<file path="src/rtl/circuito_detector_param.sv">
// ============================================================================
// Module      : circuito_detector_param
// Description : Registered condition detector over a WIDTH-bit input vector.
//               A selectable reduction (AND-all / OR-any / majority / never)
//               must hold for HOLD consecutive enabled cycles before x is
//               asserted; rise pulses once on each new detection.
//               Optional detection event counter, enabled by the macro
//               DETECT_COUNT_EN (evt_cnt is tied to 0 when it is undefined).
// Revision    : 1.0 - initial release
// ============================================================================
`default_nettype none

module circuito_detector_param #(
    parameter int unsigned WIDTH = 3,
    parameter int unsigned HOLD  = 2,
    parameter int unsigned CNTW  = 8
) (
    input  logic                          clk,
    input  logic                          rst_n,
    input  logic                          en,
    input  logic                          clr,
    input  logic [WIDTH-1:0]              din,
    input  logic [1:0]                    mode,
    output logic                          x,
    output logic                          rise,
    output logic [$clog2(HOLD+1)-1:0]     run_cnt,
    output logic [CNTW-1:0]               evt_cnt
);

    localparam int unsigned c_run_w = $clog2(HOLD + 1);
    localparam int unsigned c_pop_w = $clog2(WIDTH + 1);
    localparam logic [c_run_w-1:0] c_hold     = c_run_w'(HOLD);
    localparam logic [c_pop_w-1:0] c_half     = c_pop_w'(WIDTH / 2);
    localparam logic [1:0]         c_mode_and = 2'b00;
    localparam logic [1:0]         c_mode_or  = 2'b01;
    localparam logic [1:0]         c_mode_maj = 2'b10;

    logic [WIDTH-1:0]   din_q,  din_d;
    logic [c_run_w-1:0] run_q,  run_d;
    logic               rise_q, rise_d;
    logic [c_pop_w-1:0] ones;
    logic               cond;
    logic [c_run_w-1:0] run_next;

    // Population count of the registered input, used by the majority mode
    always_comb begin
        ones = '0;
        for (int i = 0; i < WIDTH; i++) begin
            ones = ones + c_pop_w'(din_q[i]);
        end
    end

    // Condition decode from registered input and the live mode select
    always_comb begin
        cond = 1'b0;
        case (mode)
            c_mode_and: cond = &din_q;
            c_mode_or:  cond = |din_q;
            c_mode_maj: cond = (ones > c_half);
            default:    cond = 1'b0;
        endcase
    end

    // Streak advance: saturate at HOLD, drop to zero on any false condition
    always_comb begin
        run_next = '0;
        if (cond) begin
            run_next = (run_q == c_hold) ? c_hold : run_q + c_run_w'(1);
        end
    end

    // Next-state selection: clear beats enable; disabled cycles hold and kill rise
    always_comb begin
        din_d  = din_q;
        run_d  = run_q;
        rise_d = 1'b0;
        if (clr) begin
            din_d = '0;
            run_d = '0;
        end else if (en) begin
            din_d  = din;
            run_d  = run_next;
            rise_d = (run_next == c_hold) && (run_q != c_hold);
        end
    end

    // Input stage, streak counter and rise pulse registers
    always_ff @(posedge clk or negedge rst_n) begin
        if (!rst_n) begin
            din_q  <= '0;
            run_q  <= '0;
            rise_q <= 1'b0;
        end else begin
            din_q  <= din_d;
            run_q  <= run_d;
            rise_q <= rise_d;
        end
    end

    assign x       = (run_q == c_hold);
    assign rise    = rise_q;
    assign run_cnt = run_q;

`ifdef DETECT_COUNT_EN
    logic [CNTW-1:0] evt_q, evt_d;

    // Saturating detection counter, stepped alongside each rise pulse
    always_comb begin
        evt_d = evt_q;
        if (clr) begin
            evt_d = '0;
        end else if (rise_d && (evt_q != {CNTW{1'b1}})) begin
            evt_d = evt_q + CNTW'(1);
        end
    end

    // Detection counter register
    always_ff @(posedge clk or negedge rst_n) begin
        if (!rst_n) begin
            evt_q <= '0;
        end else begin
            evt_q <= evt_d;
        end
    end

    assign evt_cnt = evt_q;
`else
    assign evt_cnt = '0;
`endif

endmodule

`default_nettype wire

</file>
<file path="config.mk">
export PLATFORM = sky130hd
export DESIGN_NAME = circuito_detector_param
export DESIGN_NICKNAME = d
export VERILOG_FILES = /design/src/rtl/circuito_detector_param.sv
export SDC_FILE = /design/constraint.sdc
export NUM_CORES = 1
export LEC_CHECK = 0
export CAP_MARGIN = 20
export CORE_AREA = 2 2 39 41
export CTS_BUF_LIST = sky130_fd_sc_hd__clkbuf_4 sky130_fd_sc_hd__clkbuf_8
export DETAILED_ROUTE_END_ITERATION = 16
export DIE_AREA = 0 0 41 43
export GPL_ROUTABILITY_DRIVEN = 1
export HOLD_SLACK_MARGIN = 0.03
export SYNTH_ARGS = -nofsm -noshare
export SYNTH_HDL_FRONTEND = slang
export SYNTH_SLANG_ARGS = --single-unit
</file>
<file path="constraint.sdc">
create_clock -name clk -period 1.63 [get_ports clk]
set_clock_uncertainty 0.2 [all_clocks]
set_input_delay 0.326 -clock clk [delete_from_list [all_inputs] [get_ports clk]]
set_output_delay 0.326 -clock clk [all_outputs]
set_load 0.03 [all_outputs]
</file>
# Word level (Yosys, flattened, before mapping)
# Cells that the tools add are included.
[word_totals]
reg_bits = 6
wordCells = 26
output_inout_bits = 12
inputBits = 9
[op_classes]
reduce_logical = 5
magnitude_cmp = 1
n_addsub = 3
eq_ne = 5
mux = 9
[op_table]
columns = ["op", "count"]
rows = [
  ["two-way mux 2 bit", 4],
  ["equality test 2 bit (second input constant)", 3],
  ["two-way mux 3 bit", 2],
  ["case mux 1 bit (3 select lines)", 1],
  ["AND reduction 3 bit", 1],
  ["OR reduction 3 bit", 1],
  ["adder 1 x 1 -> 2 bit", 1],
  ["adder 2 x 1 -> 2 bit", 1],
  ["adder 2 x 1 -> 2 bit (second input constant)", 1],
  ["equality test 2 x 1 -> 1 bit (second input constant)", 1],
  ["> comparator 2 x 1 -> 1 bit (second input constant)", 1],
  ["zero test 2 bit", 1],
  ["two-way mux 1 bit", 2],
  ["inequality test 2 bit (second input constant)", 1],
  ["nonzero test 2 bit", 1],
  ["logical AND 1 bit", 1],
]

# Logic depth before layout (Yosys ltp)
[logic_depth]
ltp_word = 9
ltp_mapped = 4
depth_no_buf = 4

# Worst setup path before layout
# Ideal clock, no wire load.
[synth_path]
kind = "register to register"
startpoint = "register run_q[0], in the netlist run_cnt[0]"
endpoint = "register rise_q, in the netlist rise"
path_stages_with_launch = 5
path_buffers = 0
setup_slack_ps = 78
t_arrival_ps = 1266
setup_time_ps = 86
required_time_ps = 1344
period_less_slack_ps = 1552
cell_sequence = "dfrtp_1 inv_1 ha_1 nand4bb_1 nor3_1"
[synth_via]
elab_chain_len = 7
word_cells_on_any_way = 9
classes_between = "add/sub (1); eq/ne (3); mux (4); reduce/logical (1)"
[synth_lines]
columns = ["item", "line", "text"]
rows = [
  ["start, declared", "39", "logic [c_run_w-1:0] run_q, run_d;"],
  ["start signal, assigned", "95", "run_q <= run_d;"],
  ["equality test 2 bit", "-", ""],
  ["via x", "24", "output logic x,"],
  ["two-way mux 2 bit", "68", "run_next = (run_q == c_hold) ? c_hold : run_q + c_run_w'(1);"],
  ["two-way mux 2 bit", "67", "if (cond) begin"],
  ["equality test 2 bit", "83", "rise_d = (run_next == c_hold) && (run_q != c_hold);"],
  ["logical AND 1 bit", "83", ""],
  ["two-way mux 1 bit", "80", "end else if (en) begin"],
  ["two-way mux 1 bit", "77", "if (clr) begin"],
  ["via rise_d", "40", "logic rise_q, rise_d;"],
  ["end signal, assigned", "96", "rise_q <= rise_d;"],
  ["end, declared", "40", ""],
]
# The timed path passes the listed nets, and every way through them passes these cells.
# A chain may end at the register's enable or synchronous reset.

# Worst setup path in the final report
[layout_path]
startpoint = "register run_q[0], in the netlist run_cnt[0]"
endpoint = "output x"
[layout_via]
elab_chain_len = 1
[layout_lines]
columns = ["item", "line", "text"]
rows = [
  ["equality test 2 bit", "100", "assign x = (run_q == c_hold);"],
  ["end, declared", "24", ""],
]
# Every way passes these cells.

==> load_flow_metrics.sql <==
INSERT INTO impl_metrics (metric_group, metric, value, unit) VALUES
('clock_tree', 'clk_pin_slew', '0.05', 'ns'),
('logic_synthesis', 'ys_seq_area_frac', '0.365', ''),
('grt', 'grt_util_all_layers', '0.130', ''),
('layout', 'post_route_cells_drive_above_1_share', '0.230', ''),
('placement', 'routabilityCongestion', '0.742', ''),
('layout', 'multiInputGateArea', '224', 'µm²'),
('logic_synthesis', 'synth-xor-area-share', '0', ''),
('layout', 'final-seq-area', '150', 'µm²'),
('layout', 'areaGrowthSynthToFinish', '44.1', '%'),
('grt', 'grt_antenna_before_repair', '0', ''),
('sta', 'grt_setup_unrepaired', 'false', ''),
('route', 'totalWireLength', '830', 'µm'),
('grt', 'overflow', '0', ''),
('logic_synthesis', 'yosysWarningCount', '0', ''),
('setup_path', 'start_kind', 'flip-flop', ''),
('clock_tree', 'cts-htree-levels', '1', ''),
('outcome', 'run_status', 'finished, final reports clean', ''),
('logic_synthesis', 'synth.area.top_cells', 'dfrtp_1 (36%), buf_4 (15%), ha_1 (9.1%)', ''),
('route', 'dr.first_iter.drc_count', '0', ''),
('sta', 'post-route-period-util', '0.971', ''),
('placement', 'io_buffers', '12', ''),
('logic_synthesis', 'yosys.area_share.simple', '0.134', ''),
('setup_path', 'timing.rr.end', 'run_cnt[0]', ''),
('clock_tree', 'tritoncts.num_buffers', '3', ''),
('logic_synthesis', 'yosys_register_bits', '6', ''),
('route', 'count_of_unresolved_drc_violations_after_routing', '0', ''),
('grt', 'first_pass_grt_wire_length', '1520', 'µm'),
('layout', 'design.final.nets', '75', ''),
('setup_path', 'timing.critical_path.buf_inv', '3', ''),
('logic_synthesis', 'yosysTopAreaCell', 'dfrtp_1', ''),
('logic_synthesis', 'netlist_area', '412', 'µm²'),
('logic_synthesis', 'synth_top_family_by_area', 'buffers and inverters', ''),
('route', 'average_wire_length_per_cell_after_detail_routing', '10.8', 'µm'),
('pwr', 'p_leak', '0.000299', 'µW'),
('sta', 'slew_viol_final', '0', ''),
('setup_path', 'r2r_start', 'din_q[0]', ''),
('clock_tree', 'cts_sinks', '6', ''),
('setup_path', 'arrival', '1.06', 'ns'),
('layout', 'num_antenna_cells', '0', ''),
('placement', 'placedInstanceArea', '548', 'µm²'),
('sta', 'finalCriticalPeriod', '1.58', 'ns'),
('die', 'placementRows', '14', ''),
('clock_tree', 'clkLatencyLatePin', '0.24', 'ns'),
('setup_path', 'setup.worst_path.start', 'run_cnt[0]', ''),
('layout', 'post-route-cell-area', '593', 'µm²'),
('setup_path', 'worst-path-stages', '4', ''),
('sta', 'final-setup-viol-count', '0', ''),
('setup_path', 'cp.required', '1.10', 'ns'),
('setup_path', 'rr_worst_depth', '4', ''),
('die', 'die_area', '1760', 'µm²'),
('logic_synthesis', 'synth_compound_area_frac', '0.143', ''),
('logic_synthesis', 'share_of_the_synthesized_area_in_the_top_cell_type', '0.365', ''),
('layout', 'nFillCells', '147', ''),
('setup_path', 'timing.critical_path.slowest_stage_cell', 'dfrtp_1', ''),
('setup_path', 'setup.worst_path.end', 'x', ''),
('clock_tree', 'root_buffer_cell', 'clkbuf_4', ''),
('route', 'final_antenna_net_count', '0', ''),
('route', 'first_pass_iters', '1', ''),
('logic_synthesis', 'synthCells', '42', ''),
('pwr', 'vdd.ir_drop.worst', '0.000190', 'V'),
('route', 'viasPerCell', '4.30', ''),
('clock_tree', 'hold_buffers', '0', ''),
('grt', 'grt_start_max_net_pins', '8', ''),
('setup_path', 'cp-end-kind', 'output port', ''),
('die', 'design.core.area', '1380', 'µm²'),
('clock_tree', 'clock_path_buffers', '2', ''),
('sta', 'fmaxAchievable', '0.632', 'GHz'),
('die', 'fp.dieW', '41', 'µm'),
('logic_synthesis', 'synth.mux.area_fraction', '0.0729', ''),
('setup_path', 'slowest_delay', '0.37', 'ns'),
('setup_path', 'critical_path_cell_by_cell', 'buf_4 -> inv_4 -> ha_4 -> buf_6', '');
-- stage by stage --
stage / setup slack, ns / hold WS [ns] / power (µW) / std cells / setup TNS [ns]
floorplan: 0.0783 / -0.170 / 227 / 49 / 0
global placement: -0.0900 / 0.338 / 249 / 73 / -0.153
detailed placement: -0.0771 / 0.347 / 250 / 73 / -0.174
CTS: 0.0323 / 0.141 / 387 / 76 / 0
global route: 0.00896 / 0.151 / 407 / 77 / 0
finish: 0.0466 / 0.127 / 382 / 77 / 0
-- layer usage --
| layer | share of wire | GRT usage | vias to the layer above |
|---|---|---|---|
| li1 | - | - | 164 |
| met5 | 0 | 0 | - |
| met3 | 0.072 | 0.0314 | 0 |
| met2 | 0.51 | 0.197 | 11 |
| met4 | 0 | 0.0800 | 0 |
| met1 | 0.41 | 0.157 | 156 |
-- cell families after synthesis --
family / Yosys count
AND/OR/NAND/NOR: 11
buffers and inverters: 12
other: 1
multiplexers: 3
flip-flops: 6
AO/OA/AOI/OAI: 6
adder cells (fa/ha/maj): 3
-- cell usage after synthesis --
cell type	n
a21o_1	1
a21oi_1	1
buf_2	1
buf_4	8
conb_1	1
dfrtp_1	6
ha_1	3
inv_1	3
mux2i_1	3
nand2_1	3
nand3_1	1
nand3b_1	1
nand4bb_1	1
nor2_1	4
nor3_1	1
o211ai_1	1
o21ai_0	1
o311a_4	1
o31ai_2	1
-- state kept, by name, summed over array words and instances (netlist names) --
name     flops
run_cnt      2
din_q        3
rise         1
-- how the worst min path moves through the flow --
stage	start	to	slack [ns]	cells after the start
6_report	rst_n	rise	0.13	1
5_1_grt	rst_n	rise	0.15	1
4_1_cts	rst_n	run_cnt[0]	0.14	1
3_5_place_dp	din_q[1]	din_q[1]	0.35	2
3_3_place_gp	din_q[1]	din_q[1]	0.34	2
2_1_floorplan	rst_n	din_q[0]	-0.17	0
-- worst register-to-register path, cell delays in order (launching register included) --
cell     delay [ns]
dfrtp_1        0.37
ha_1           0.27
a21oi_1        0.06
o311a_4        0.32
o31ai_2        0.22
-- layout by cell type, fill, tap and decap left out, drive strengths merged, types with 4 or more instances in the layout --
master and n:
dfrtp 6, nor2 4, conb 8, clkdlybuf4s50 8, buf 7
-- where the power goes --
| group | internal, µW | switching [µW] | total [µW] |
|---|---|---|---|
| clock | 82.9 | 48.4 | 131 |
| sequential | 155 | 2.96 | 158 |
| combinational | 39.3 | 53.7 | 93.1 |
-- layout make-up --
class / instances / area share
Multi-Input combinational cell: 31 / 0.378
Inverter: 3 / 0.0232
Timing Repair Buffer: 18 / 0.274
Sequential cell: 6 / 0.253
Tap cell: 16 / 0.0338
Clock buffer: 3 / 0.0380
-- what timing repair did --
item	4_1_cts	5_1_grt
resized for setup	7	1
endpoints found under the setup margin	4	3
buffers inserted	0	1
pin swaps	1	0
Power figures use the tool's default switching activity.
